## src/rtl/tune_seq_player_if.sv

```systemverilog
// Control, status and song-ROM signals of the tune sequencer, bundled as one interface.
// The player drives the ROM address and status; the host/ROM side drives the rest.
interface tune_seq_player_if #(
  parameter int unsigned VOICES = 2,
  parameter int unsigned SONGS  = 4,
  parameter int unsigned STEPS  = 16,
  parameter int unsigned DIV_W  = 8
);
  localparam int unsigned SEL_W  = (SONGS > 1) ? $clog2(SONGS) : 1;
  localparam int unsigned STEP_W = (STEPS > 1) ? $clog2(STEPS) : 1;

  logic                      start;
  logic                      stop;
  logic                      loop;
  logic [SEL_W-1:0]          song_sel;
  logic [SEL_W+STEP_W-1:0]   rom_addr;
  logic [VOICES*DIV_W+3:0]   rom_data;
  logic [2*VOICES-1:0]       speaker;
  logic                      busy;
  logic                      done;
  logic [STEP_W-1:0]         step_idx;

  modport master (
    input  start, stop, loop, song_sel, rom_data,
    output rom_addr, speaker, busy, done, step_idx
  );

  modport slave (
    output start, stop, loop, song_sel, rom_data,
    input  rom_addr, speaker, busy, done, step_idx
  );
endinterface

```

## src/rtl/tune_seq_player.sv

```systemverilog
// Multi-voice tune sequencer: walks a song in a synchronous ROM and drives one
// square-wave tone generator per voice onto complementary speaker pin pairs.
module tune_seq_player #(
  parameter int unsigned MAX_COUNT  = 12500,
  parameter int unsigned BEAT_TICKS = 250,
  parameter int unsigned VOICES     = 2,
  parameter int unsigned SONGS      = 4,
  parameter int unsigned STEPS      = 16,
  parameter int unsigned DIV_W      = 8
) (
  input logic               clk,
  input logic               rst,
  tune_seq_player_if.master bus
);
  localparam int unsigned SEL_W  = (SONGS > 1) ? $clog2(SONGS) : 1;
  localparam int unsigned STEP_W = (STEPS > 1) ? $clog2(STEPS) : 1;
  localparam int unsigned DATA_W = VOICES * DIV_W + 4;
  localparam int unsigned PRE_W  = $clog2(MAX_COUNT);
  localparam int unsigned REM_W  = $clog2(8 * BEAT_TICKS + 1);

  typedef enum logic [1:0] {StIdle, StFetch, StLoad, StPlay} state_e;

  state_e                         state_q, state_d;
  logic [SEL_W-1:0]               song_q, song_d;
  logic [STEP_W-1:0]              step_q, step_d;
  logic                           end_q, end_d;
  logic [VOICES-1:0][DIV_W-1:0]   div_q, div_d;
  logic [VOICES-1:0][DIV_W-1:0]   cnt_q, cnt_d;
  logic [VOICES-1:0]              tone_q, tone_d;
  logic [PRE_W-1:0]               pre_q, pre_d;
  logic [REM_W-1:0]               rem_q, rem_d;
  logic                           done_q, done_d;

  logic                           tick;
  logic [2:0]                     rom_len;
  logic [2*VOICES-1:0]            speaker;

  assign tick    = (state_q == StPlay) && (pre_q == PRE_W'(MAX_COUNT - 1));
  assign rom_len = bus.rom_data[DATA_W-2 -: 3];

  always_comb begin
    state_d = state_q;
    song_d  = song_q;
    step_d  = step_q;
    end_d   = end_q;
    div_d   = div_q;
    cnt_d   = cnt_q;
    tone_d  = tone_q;
    pre_d   = pre_q;
    rem_d   = rem_q;
    done_d  = 1'b0;

    unique case (state_q)
      StIdle: begin
        pre_d = '0;
        if (bus.start && !bus.stop) begin
          song_d  = bus.song_sel;
          step_d  = '0;
          div_d   = '0;
          cnt_d   = '0;
          tone_d  = '0;
          state_d = StFetch;
        end
      end
      StFetch: state_d = StLoad;
      StLoad: begin
        end_d = bus.rom_data[DATA_W-1];
        rem_d = REM_W'((32'(rom_len) + 32'd1) * BEAT_TICKS);
        for (int v = 0; v < VOICES; v++) begin
          div_d[v] = bus.rom_data[v*DIV_W +: DIV_W];
        end
        cnt_d   = '0;
        tone_d  = '0;
        pre_d   = '0;
        state_d = StPlay;
      end
      StPlay: begin
        pre_d = tick ? '0 : pre_q + PRE_W'(1);
        if (tick) begin
          for (int v = 0; v < VOICES; v++) begin
            if (div_q[v] == '0) begin
              cnt_d[v] = '0;
            end else if (cnt_q[v] == div_q[v] - DIV_W'(1)) begin
              cnt_d[v]  = '0;
              tone_d[v] = ~tone_q[v];
            end else begin
              cnt_d[v] = cnt_q[v] + DIV_W'(1);
            end
          end
          rem_d = rem_q - REM_W'(1);
          if (rem_q == REM_W'(1)) begin
            // The last step of a song slot always ends the song.
            if (!end_q && (step_q != STEP_W'(STEPS - 1))) begin
              step_d  = step_q + STEP_W'(1);
              state_d = StFetch;
            end else if (bus.loop) begin
              step_d  = '0;
              state_d = StFetch;
            end else begin
              done_d  = 1'b1;
              state_d = StIdle;
            end
          end
        end
      end
      default: state_d = StIdle;
    endcase

    // Abort wins over a coincident end-of-step.
    if ((state_q != StIdle) && bus.stop) begin
      state_d = StIdle;
      done_d  = 1'b0;
    end
  end

  always_ff @(posedge clk) begin
    if (!rst) begin
      state_q <= StIdle;
      song_q  <= '0;
      step_q  <= '0;
      end_q   <= 1'b0;
      div_q   <= '0;
      cnt_q   <= '0;
      tone_q  <= '0;
      pre_q   <= '0;
      rem_q   <= '0;
      done_q  <= 1'b0;
    end else begin
      state_q <= state_d;
      song_q  <= song_d;
      step_q  <= step_d;
      end_q   <= end_d;
      div_q   <= div_d;
      cnt_q   <= cnt_d;
      tone_q  <= tone_d;
      pre_q   <= pre_d;
      rem_q   <= rem_d;
      done_q  <= done_d;
    end
  end

  always_comb begin
    speaker = '0;
    if (state_q != StIdle) begin
      for (int v = 0; v < VOICES; v++) begin
        if (div_q[v] != '0) begin
          speaker[2*v +: 2] = {~tone_q[v], tone_q[v]};
        end
      end
    end
  end

  assign bus.speaker  = speaker;
  assign bus.rom_addr = {song_q, step_q};
  assign bus.step_idx = step_q;
  assign bus.busy     = (state_q != StIdle);
  assign bus.done     = done_q;

endmodule

```

## src/flat_wrapper.sv

```systemverilog
// flat-port wrapper written by rule: the top's interface ports become plain ports
module tune_seq_player_flat 
#(
  parameter int unsigned MAX_COUNT  = 12500,
  parameter int unsigned BEAT_TICKS = 250,
  parameter int unsigned VOICES     = 2,
  parameter int unsigned SONGS      = 4,
  parameter int unsigned STEPS      = 16,
  parameter int unsigned DIV_W      = 8
)
  (clk, rst, bus_start, bus_stop, bus_loop, bus_song_sel, bus_rom_data, bus_rom_addr, bus_speaker, bus_busy, bus_done, bus_step_idx);
  tune_seq_player_if #(.VOICES(VOICES), .SONGS(SONGS), .STEPS(STEPS), .DIV_W(DIV_W)) bus_i ();
  input logic clk;
  input logic rst;
  input wire logic [$bits(bus_i.start)-1:0] bus_start;
  input wire logic [$bits(bus_i.stop)-1:0] bus_stop;
  input wire logic [$bits(bus_i.loop)-1:0] bus_loop;
  input wire logic [$bits(bus_i.song_sel)-1:0] bus_song_sel;
  input wire logic [$bits(bus_i.rom_data)-1:0] bus_rom_data;
  output wire logic [$bits(bus_i.rom_addr)-1:0] bus_rom_addr;
  output wire logic [$bits(bus_i.speaker)-1:0] bus_speaker;
  output wire logic [$bits(bus_i.busy)-1:0] bus_busy;
  output wire logic [$bits(bus_i.done)-1:0] bus_done;
  output wire logic [$bits(bus_i.step_idx)-1:0] bus_step_idx;
  assign bus_i.start = bus_start;
  assign bus_i.stop = bus_stop;
  assign bus_i.loop = bus_loop;
  assign bus_i.song_sel = bus_song_sel;
  assign bus_i.rom_data = bus_rom_data;
  assign bus_rom_addr = bus_i.rom_addr;
  assign bus_speaker = bus_i.speaker;
  assign bus_busy = bus_i.busy;
  assign bus_done = bus_i.done;
  assign bus_step_idx = bus_i.step_idx;
  tune_seq_player #(.MAX_COUNT(MAX_COUNT), .BEAT_TICKS(BEAT_TICKS), .VOICES(VOICES), .SONGS(SONGS), .STEPS(STEPS), .DIV_W(DIV_W)) u_core (.clk(clk), .rst(rst), .bus(bus_i));
endmodule
```

## config.mk

```make
export PLATFORM = sky130hd
export DESIGN_NAME = tune_seq_player_flat
export DESIGN_NICKNAME = d
export VERILOG_FILES = /design/src/rtl/tune_seq_player_if.sv /design/src/rtl/tune_seq_player.sv /design/src/flat_wrapper.sv
export SDC_FILE = /design/constraint.sdc
export NUM_CORES = 1
export LEC_CHECK = 0
export CORE_UTILIZATION = 60
export CTS_CLUSTER_DIAMETER = 120
export CTS_CLUSTER_SIZE = 20
export DETAILED_ROUTE_END_ITERATION = 7
export PLACE_DENSITY = 0.83
export SLEW_MARGIN = 10
export SYNTH_ARGS = -nofsm -noshare
export SYNTH_HDL_FRONTEND = slang
export SYNTH_SLANG_ARGS = --single-unit
```

## constraint.sdc

```tcl
create_clock -name clk -period 6.2 [get_ports clk]
set_input_delay 0.93 -clock clk [delete_from_list [all_inputs] [get_ports clk]]
set_output_delay 0.93 -clock clk [all_outputs]
set_load 0.005 [all_outputs]
```

==> results_tabular.tex, run 1 <==
\begin{tabular}{lr}
\hline
Metric & Value \\
\hline
\multicolumn{2}{l}{\textbf{Synthesis}} \\
\quad Predominant post-synthesis flop cell & sky130\_fd\_sc\_hd\_\_dfxtp\_1 \\
\quad XOR/XNOR Fraction of Synth Area & 9.44\% \\
\quad Top cell type by total area after synthesis & sky130\_fd\_sc\_hd\_\_dfxtp\_1 \\
\quad Most common cell in the netlist & sky130\_fd\_sc\_hd\_\_dfxtp\_1 \\
\quad Share of Yosys cell area claimed by the top area cell type & 31.7\% \\
\quad Share of synthesized cell area in full adder, half adder and majority cells & 11.3\% \\
\quad Simple-gate area share of the yosys netlist & 25.1\% \\
\quad Number of enable-type register cells in the synthesized netlist & 0 \\
\quad Complex-gate fraction of the synthesized area & 16.2\% \\
\quad Synth top area cells & sky130\_fd\_sc\_hd\_\_dfxtp\_1 (32\%), sky130\_fd\_sc\_hd\_\_ha\_1 (8.0\%), sky130\_fd\_sc\_hd\_\_xnor2\_1 (6.2\%) \\
\quad \#FFs+latches synth & 69 \\
\quad Fraction of synthesized area in multiplexers & 1.44\% \\
\quad Cell variety after synth & 62 \\
\quad Largest family of logic cells by synthesized area & simple AND/OR/NAND/NOR gates \\
\quad Nets in the synthesized netlist & 591 \\
\quad Total standard cell area after synthesis & 4360 um\^{}2 \\
\quad Share of flip-flops with an asynchronous set or reset after synthesis & 0\% \\
\quad Most numerous cell types in the synthesized netlist & sky130\_fd\_sc\_hd\_\_dfxtp\_1 (69), sky130\_fd\_sc\_hd\_\_nor2\_1 (60), sky130\_fd\_sc\_hd\_\_nand2\_1 (36) \\
\quad Mean area per synthesized cell & 8.24 um\^{}2 \\
\quad Post-synthesis sequential area ratio & 31.7\% \\
\quad Count of warnings emitted by yosys & 0 \\
\quad Synthesized instance count & 529 \\
\multicolumn{2}{l}{\textbf{Power}} \\
\quad Pwr per Cell Area & 293 nW/um\^{}2 \\
\quad Pleak & 1.84 nW \\
\quad Maximum vdd ir drop & 0.187 mV \\
\multicolumn{2}{l}{\textbf{Finish}} \\
\quad Fin util & 72.9\% \\
\quad Total area of sequential cells & 1380 um\^{}2 \\
\quad Final nets & 623 \\
\quad Layout overhead on the synthesized area & 15.5\% \\
\quad Final Non-Filler Cells & 662 \\
\quad Number of diodes & 0 \\
\quad Number of filler instances in the final layout & 565 \\
\quad Fraction of final layout cells sized beyond drive strength 1 & 4.59\% \\
\quad Footprint of the multi-input gates & 2760 um\^{}2 \\
\multicolumn{2}{l}{\textbf{Clock tree}} \\
\quad Count of instances resized after the clock tree is built & 0 \\
\quad Setup bufs post-CTS & 0 \\
\quad Clock transition at the registers of the reported paths & 0.07 ns \\
\quad Later-pin clock latency in the skew report & 0.35 ns \\
\quad Maximum clock insertion buffer count & 2 \\
\quad H-tree levels & 3 \\
\quad Clock tree from TritonCTS & done \\
\quad Root cell of the clock tree & sky130\_fd\_sc\_hd\_\_clkbuf\_8 \\
\quad Sinks on Clock Net & 69 \\
\quad Number of buffers created by CTS & 9 \\
\quad Total of hold buffers inserted after clock tree synthesis & 0 \\
\multicolumn{2}{l}{\textbf{Setup path}} \\
\quad Origin of the worst setup path & bus\_rom\_data[16] \\
\quad CP Data Arrival Time & 4.96 ns \\
\quad Crit-path max FO & 9 \\
\quad Critical Setup Path Class & input pin to register \\
\quad Startpoint types & input pin \\
\quad Setup slack of the most critical reg-to-reg path & 3.09 ns \\
\quad Kind of end point of the critical path & register \\
\quad R2R Path End & u\_core.cnt\_q[3]\$\_SDFFE\_PN0P\_ \\
\quad Required time worst endpoint & 6.44 ns \\
\quad Reg2Reg Depth & 6 \\
\quad Startpoint of the worst register-to-register path & u\_core.pre\_q[12]\$\_SDFFE\_PN0N\_ \\
\multicolumn{2}{l}{\textbf{Place}} \\
\quad DPL Wire Length & 7370 um \\
\quad Cell count after placement & 646 \\
\quad Gp weighted congestion & 0.922 \\
\quad Port Buffers & 42 \\
\multicolumn{2}{l}{\textbf{Run status}} \\
\quad Result of the run & finished, final reports clean \\
\multicolumn{2}{l}{\textbf{Global route}} \\
\quad Number of global-route vias before repair & 3695 \\
\quad Wire length of the first global-routing pass & 16800 um \\
\quad Overflow left after global routing & 0 \\
\quad Pin count of the biggest net entering global routing & 44 \\
\quad Total routing resource utilization after global routing & 27.7\% \\
\quad Initial antenna violation count & 0 \\
\multicolumn{2}{l}{\textbf{STA}} \\
\quad Final Cycle Share & 76.1\% \\
\quad Final hold violation count & 0 \\
\quad Measured slew at the worst slew-check pin & 1.15 ns \\
\quad Fmax & 212 MHz \\
\quad Setup Skew & 0.0105 ns \\
\quad Max-slew headroom at the worst pin & 22.8\% \\
\quad Setup repair after global routing missed its margin & no \\
\quad Final-report setup violation count & 0 \\
\quad TNS Setup & 0 ns \\
\quad Count of pins over their slew limit & 0 \\
\quad Tmin final & 4.72 ns \\
\multicolumn{2}{l}{\textbf{Hold path}} \\
\quad Worst Hold Depth & 2 \\
\quad Worst hold start & u\_core.song\_q[0]\$\_SDFFE\_PN0P\_ \\
\quad Worst Hold Endpoint & u\_core.song\_q[0]\$\_SDFFE\_PN0P\_ \\
\quad Worst hold path type & register to register \\
\multicolumn{2}{l}{\textbf{Routing}} \\
\quad DRC Markers & 0 \\
\quad Drt first pass iters & 6 \\
\quad Antenna-violating nets left & 0 \\
\quad Initial detailed-routing violation count & 275 \\
\quad Via/cell ratio & 6.08 \\
\quad Average wire per cell in the routed design & 15.5 um \\
\quad Total length of routed wires & 10200 um \\
\quad Total number of vias & 4027 \\
\multicolumn{2}{l}{\textbf{Die}} \\
\quad Number of top-level pins & 43 \\
\quad Die area & 7610 um\^{}2 \\
\quad Number of placement rows & 30 \\
\quad Core Box Area & 6910 um\^{}2 \\
\quad Initial standard-cell utilization of the core & 63.1\% \\
\quad Die height & 87.2 um \\
\quad Die extent in x & 87.2 um \\
\multicolumn{2}{l}{\textbf{Run}} \\
\quad Number of max-capacitance violations reported & 0 \\
\hline
\end{tabular}
cells by family after synthesis:
| family | count (synthesis) |
|---|---|
| compound gates | 104 |
| xor+xnor | 47 |
| fa+ha+maj | 35 |
| buf+inv | 53 |
| flops | 69 |
| mux | 6 |
| simple gates | 215 |
layout by cell type (no fill, tap or decap), types with 5 or more instances in the layout:
master                            netlist  routed
sky130_fd_sc_hd__xor2_1                16      16
sky130_fd_sc_hd__nand2_1               36      36
sky130_fd_sc_hd__nor2_1                60      60
sky130_fd_sc_hd__a21oi_1               22      22
sky130_fd_sc_hd__or3_1                 10      10
sky130_fd_sc_hd__nor2b_1                7       7
sky130_fd_sc_hd__clkdlybuf4s50_1        0      42
sky130_fd_sc_hd__nand4_1               16      16
sky130_fd_sc_hd__ha_1                  28      28
sky130_fd_sc_hd__xnor2_1               31      31
sky130_fd_sc_hd__a22oi_1               17      17
sky130_fd_sc_hd__fa_1                   7       7
sky130_fd_sc_hd__clkbuf_8               0      10
sky130_fd_sc_hd__nor3_1                24      24
sky130_fd_sc_hd__and3_1                 8       8
sky130_fd_sc_hd__a21o_1                 5       5
sky130_fd_sc_hd__nor4_1                10      10
sky130_fd_sc_hd__inv_1                 30      30
sky130_fd_sc_hd__a31oi_1                7       7
sky130_fd_sc_hd__dfxtp_1               69      69
sky130_fd_sc_hd__nand3_1               18      18
sky130_fd_sc_hd__o21ai_0               18      17
worst max path at each step:
stage | to | slack (ns) | depth (start not counted)
6_report | u_core.rem_q[10]$_SDFFE_PN0P_ | 1.48 | 13
5_1_grt | u_core.rem_q[10]$_SDFFE_PN0P_ | 1.14 | 13
4_1_cts | u_core.rem_q[10]$_SDFFE_PN0P_ | 1.45 | 14
3_5_place_dp | u_core.rem_q[10]$_SDFFE_PN0P_ | 1.11 | 14
3_3_place_gp | u_core.rem_q[10]$_SDFFE_PN0P_ | 1.30 | 12
2_1_floorplan | u_core.rem_q[10]$_SDFFE_PN0P_ | 2.21 | 11
layout make-up:
type,instances,share of cell area [%]
Clock buffer,10,2.73
Clock inverter,6,1.72
Inverter,31,2.31
Multi-Input combinational cell,407,54.9
Sequential cell,69,27.4
Tap cell,96,2.39
Timing Repair Buffer,43,8.50
metal layers:
metal / vias to the layer above / wire length [um] / global-route usage [%]
li1: 1962 / - / -
met1: 1923 / 4420 / 35.1
met2: 131 / 5140 / 49.0
met3: 11 / 550 / 3.79
met4: 0 / 117 / 8.05
met5: - / 0 / 0
registers in the layout, summed over array words and instances, names as in the netlist:
signal               flops
u_core.end_q             1
u_core.song_q            2
u_core.state_q           2
u_core.bus.step_idx      4
u_core.pre_q            14
u_core.bus.done          1
u_core.div_q            16
u_core.tone_q            2
u_core.rem_q            11
u_core.cnt_q            16
report_power, final:
part / internal, W / total, W / switching, W / leakage, nW
Sequential: 0.000472 / 0.000507 / 0.0000354 / 0.557
Combinational: 0.000209 / 0.000553 / 0.000344 / 1.17
Clock: 0.000237 / 0.000414 / 0.000177 / 0.112
Total: 0.000918 / 0.00147 / 0.000556 / 1.84
worst max-delay path: stages:
cell                              delay [ns]
sky130_fd_sc_hd__clkdlybuf4s50_1        0.74
sky130_fd_sc_hd__ha_1                   0.33
sky130_fd_sc_hd__xor2_1                 0.22
sky130_fd_sc_hd__inv_1                  0.13
sky130_fd_sc_hd__fa_1                   0.45
sky130_fd_sc_hd__inv_1                  0.18
sky130_fd_sc_hd__fa_1                   0.45
sky130_fd_sc_hd__ha_1                   0.36
sky130_fd_sc_hd__a211o_1                0.32
sky130_fd_sc_hd__a222oi_1               0.34
sky130_fd_sc_hd__xnor2_1                0.17
sky130_fd_sc_hd__mux2i_1                0.08
sky130_fd_sc_hd__a31o_2                 0.24
stage by stage:
step / power (W) / hold WS, ns / cell area, um^2 / worst slack, ns
after floorplan: 0.000916 / 0.451 / 4360 / 2.21
after global placement: 0.00103 / 0.443 / 4810 / 1.30
after detailed placement: 0.00106 / 0.459 / 4810 / 1.11
after CTS: 0.00147 / 0.469 / 5030 / 1.45
after global routing: 0.00156 / 0.501 / 5030 / 1.14
final: 0.00147 / 0.467 / 5030 / 1.48
(Power assumes the default switching activity.)
==> run 2: changes to the inputs <==
--- a/config.mk
+++ b/config.mk
@@ -5,11 +5,11 @@
 export SDC_FILE = /design/constraint.sdc
 export NUM_CORES = 1
 export LEC_CHECK = 0
-export CORE_UTILIZATION = 60
+export CORE_UTILIZATION = 58
 export CTS_CLUSTER_DIAMETER = 120
 export CTS_CLUSTER_SIZE = 20
 export DETAILED_ROUTE_END_ITERATION = 7
-export PLACE_DENSITY = 0.83
+export PLACE_DENSITY = 0.81
 export SLEW_MARGIN = 10
 export SYNTH_ARGS = -nofsm -noshare
 export SYNTH_HDL_FRONTEND = slang
==> constraint.sdc (replaced) <==
create_clock -name clk -period 4.5 [get_ports clk]
set_input_delay 0.675 -clock clk [delete_from_list [all_inputs] [get_ports clk]]
set_output_delay 0.675 -clock clk [all_outputs]
set_load 0.005 [all_outputs]
==> results_tabular.tex, run 2 (synthesis gave the netlist of run 1 again) <==
\begin{tabular}{lr}
\hline
Metric & Value \\
\hline
\multicolumn{2}{l}{\textbf{Run status}} \\
\quad Result of the run & finished, final reports clean \\
\multicolumn{2}{l}{\textbf{Place}} \\
\quad DPL Wire Length & 7340 um (-0.52\%) \\
\quad Placed cell areas & 4860 um\^{}2 (+1.0\%) \\
\quad Gp weighted congestion & 0.848 (-8.0\%) \\
\quad Port Buffers & 42 (unchanged) \\
\multicolumn{2}{l}{\textbf{Global route}} \\
\quad Total routing resource utilization after global routing & 27.7\% (about the same) \\
\quad Number of global-route vias before repair & 3684 (-0.30\%) \\
\quad Overflow left after global routing & 0 (unchanged) \\
\quad Wire length of the first global-routing pass & 16900 um (+0.33\%) \\
\quad Initial antenna violation count & 0 (unchanged) \\
\quad Pin count of the biggest net entering global routing & 44 (unchanged) \\
\multicolumn{2}{l}{\textbf{Die}} \\
\quad Core Box Area & 7250 um\^{}2 (+5.0\%) \\
\quad Number of placement rows & 31 (+3.3\%) \\
\quad Die area & 7870 um\^{}2 (+3.4\%) \\
\quad Die extent in x & 88.7 um (+1.7\%) \\
\quad Die height & 88.7 um (+1.7\%) \\
\quad Initial standard-cell utilization of the core & 60.1\% (-3.0 points) \\
\quad Number of top-level pins & 43 (unchanged) \\
\multicolumn{2}{l}{\textbf{Setup path}} \\
\quad Startpoint of the worst register-to-register path & u\_core.state\_q[0]\$\_SDFFE\_PP0P\_ \\
\quad Number of buffer and inverter stages on the critical path & 2 (-1) \\
\quad Reg2Reg Depth & 8 (+2) \\
\quad Required time worst endpoint & 4.75 ns (-1.69 ns) \\
\quad Origin of the worst setup path & bus\_rom\_data[17] \\
\quad R2R Path End & u\_core.cnt\_q[5]\$\_SDFFE\_PN0P\_ \\
\quad Crit-path max FO & 5 (-4) \\
\quad Setup slack of the most critical reg-to-reg path & 1.70 ns (-1.39 ns) \\
\quad Cell with the biggest individual delay on the critical path & sky130\_fd\_sc\_hd\_\_fa\_1 \\
\quad Critical Setup Path Class & input pin to register \\
\quad Number of cells on the critical path & 12 (-1) \\
\quad Startpoint types & input pin \\
\quad CP endpoint & u\_core.rem\_q[10]\$\_SDFFE\_PN0P\_ \\
\quad CP top delay family & adder cells \\
\quad Kind of end point of the critical path & register \\
\quad Max incr delay on CP & 0.62 ns (-0.12 ns) \\
\quad Cells traversed along the worst timing path & clkdlybuf4s50\_1 -> ha\_1 -> xor2\_1 -> inv\_1 -> fa\_1 -> fa\_1 -> ha\_1 -> a211o\_1 -> a222oi\_1 -> xnor2\_1 -> mux2i\_1 -> a31o\_2 \\
\quad CP Data Arrival Time & 4.43 ns (-0.53 ns) \\
\multicolumn{2}{l}{\textbf{Clock tree}} \\
\quad Root cell of the clock tree & sky130\_fd\_sc\_hd\_\_clkbuf\_8 \\
\quad Later-pin clock latency in the skew report & 0.36 ns (about the same) \\
\quad Setup bufs post-CTS & 0 (unchanged) \\
\quad Clock tree from TritonCTS & done \\
\quad Maximum clock insertion buffer count & 2 (unchanged) \\
\quad Total of hold buffers inserted after clock tree synthesis & 0 (unchanged) \\
\quad Sinks on Clock Net & 69 (unchanged) \\
\quad Number of buffers created by CTS & 9 (unchanged) \\
\quad H-tree levels & 3 (unchanged) \\
\quad Count of instances resized after the clock tree is built & 0 (unchanged) \\
\quad Clock transition at the registers of the reported paths & 0.07 ns (about the same) \\
\multicolumn{2}{l}{\textbf{Finish}} \\
\quad Biggest registers after layout & u\_core.cnt\_q: 16 flops, u\_core.div\_q: 16 flops, u\_core.pre\_q: 14 flops \\
\quad Number of filler instances in the final layout & 618 (+9.4\%) \\
\quad Layout overhead on the synthesized area & 15.2\% \\
\quad Fin util & 69.3\% (-3.6 points) \\
\quad Total area of sequential cells & 1380 um\^{}2 (unchanged) \\
\quad Footprint of the multi-input gates & 2760 um\^{}2 (unchanged) \\
\quad Most used cells in the layout excluding fill and tap cells & sky130\_fd\_sc\_hd\_\_dfxtp\_1 (69), sky130\_fd\_sc\_hd\_\_nor2\_1 (60), sky130\_fd\_sc\_hd\_\_clkdlybuf4s50\_1 (42) \\
\quad Final nets & 629 (+0.96\%) \\
\quad Number of diodes & 0 (unchanged) \\
\quad Leading cell type in the layout, fill and taps excluded & sky130\_fd\_sc\_hd\_\_dfxtp\_1 \\
\quad Fraction of final layout cells sized beyond drive strength 1 & 5.43\% (+0.84 points) \\
\quad Post-layout instance area & 5020 um\^{}2 (-0.20\%) \\
\multicolumn{2}{l}{\textbf{Routing}} \\
\quad Initial detailed-routing violation count & 250 (-9.1\%) \\
\quad Via/cell ratio & 5.97 (-1.8\%) \\
\quad Antenna-violating nets left & 0 (unchanged) \\
\quad Total number of vias & 4001 (-0.65\%) \\
\quad Drt first pass iters & 5 (-1) \\
\quad Total length of routed wires & 10200 um (-0.70\%) \\
\quad Average wire per cell in the routed design & 15.2 um (-1.9\%) \\
\quad DRC Markers & 0 (unchanged) \\
\multicolumn{2}{l}{\textbf{STA}} \\
\quad Measured slew at the worst slew-check pin & 1.13 ns (-0.0176 ns) \\
\quad Count of pins over their slew limit & 0 (unchanged) \\
\quad Final hold violation count & 0 (unchanged) \\
\quad Max-slew headroom at the worst pin & 24.0\% (+1.2 points) \\
\quad Final-report setup violation count & 0 (unchanged) \\
\quad Setup Skew & 0.0118 ns (+0.00138 ns) \\
\quad Setup repair after global routing missed its margin & no \\
\quad Fmax & 239 MHz \\
\quad Final Cycle Share & 92.9\% \\
\quad Tmin final & 4.18 ns \\
\multicolumn{2}{l}{\textbf{Hold path}} \\
\quad Worst hold path type & register to register \\
\multicolumn{2}{l}{\textbf{Power}} \\
\quad Pwr per Cell Area & 382 nW/um\^{}2 (+30\%) \\
\quad Pleak & 1.85 nW (+0.26\%) \\
\quad Maximum vdd ir drop & 0.217 mV (+16\%) \\
\multicolumn{2}{l}{\textbf{Run}} \\
\quad Number of max-capacitance violations reported & 0 (unchanged) \\
\hline
\end{tabular}
==> run 2: cell types whose count changed in the layout (fill, tap and decap cells not counted), sizes merged <==
cell    before  now
clkinv       3    4
buf          1    7
bufinv       2    0
==> run 2: how the worst min path moves through the flow <==
stage                                  start                             to  slack [ns]  depth (start not counted)
5_1_grt        u_core.song_q[0]$_SDFFE_PN0P_  u_core.song_q[0]$_SDFFE_PN0P_        0.48                          2
3_5_place_dp   u_core.song_q[0]$_SDFFE_PN0P_  u_core.song_q[0]$_SDFFE_PN0P_        0.45                          2
4_1_cts        u_core.song_q[0]$_SDFFE_PN0P_  u_core.song_q[0]$_SDFFE_PN0P_        0.46                          2
2_1_floorplan   u_core.rem_q[9]$_SDFFE_PN0P_   u_core.rem_q[9]$_SDFFE_PN0P_        0.45                          2
3_3_place_gp   u_core.song_q[0]$_SDFFE_PN0P_  u_core.song_q[0]$_SDFFE_PN0P_        0.44                          2
6_report       u_core.song_q[0]$_SDFFE_PN0P_  u_core.song_q[0]$_SDFFE_PN0P_        0.46                          2
==> run 2: tightest hold or removal path, delay by kind of cell, from the launching register on <==
kind	cells	cell delay, ns
AND/OR/NAND/NOR	1	0.05
flip-flops	1	0.31
AO/OA/AOI/OAI	1	0.05
==> run 2: per-stage QoR <==
stage | power (W) | instances | setup TNS, ns | setup WS, ns | hold WS [ns]
2_1_floorplan | 0.00126 | 529 | 0 | 0.767 | 0.451
3_3_place_gp | 0.00143 | 655 | 0 | 0.172 | 0.442
3_5_place_dp | 0.00146 | 655 | -0.0355 | -0.0355 | 0.449
4_1_cts | 0.00191 | 670 | 0 | 0.340 | 0.458
6_report | 0.00192 | 670 | 0 | 0.319 | 0.457
5_1_grt | 0.00204 | 670 | 0 | 0.157 | 0.483
==> run 2: final cells by class <==
| type | count | share of cell area [%] |
|---|---|---|
| timing repair buffer | 49 | 9.41 |
| sequential | 69 | 27.5 |
| inverter | 31 | 2.32 |
| multi-input combinational | 407 | 55.0 |
| clock buffer | 10 | 2.74 |
| clock inverter | 5 | 0.548 |
| tap | 99 | 2.47 |
==> run 2: power breakdown <==
part	switching (W)	internal [W]	total, W
logic	0.000481	0.000294	0.000775
registers	0.0000488	0.000650	0.000699
clock network	0.000237	0.000208	0.000445
==> run 2: metal layers <==
layer / global-route usage (%) / part of all wire, % / vias to the layer above
li1: - / - / 1972
met1: 34.3 / 46 / 1909
met2: 46.4 / 48 / 100
met3: 6.81 / 3.8 / 20
met4: 10.7 / 2.0 / 0
met5: 0 / 0 / -
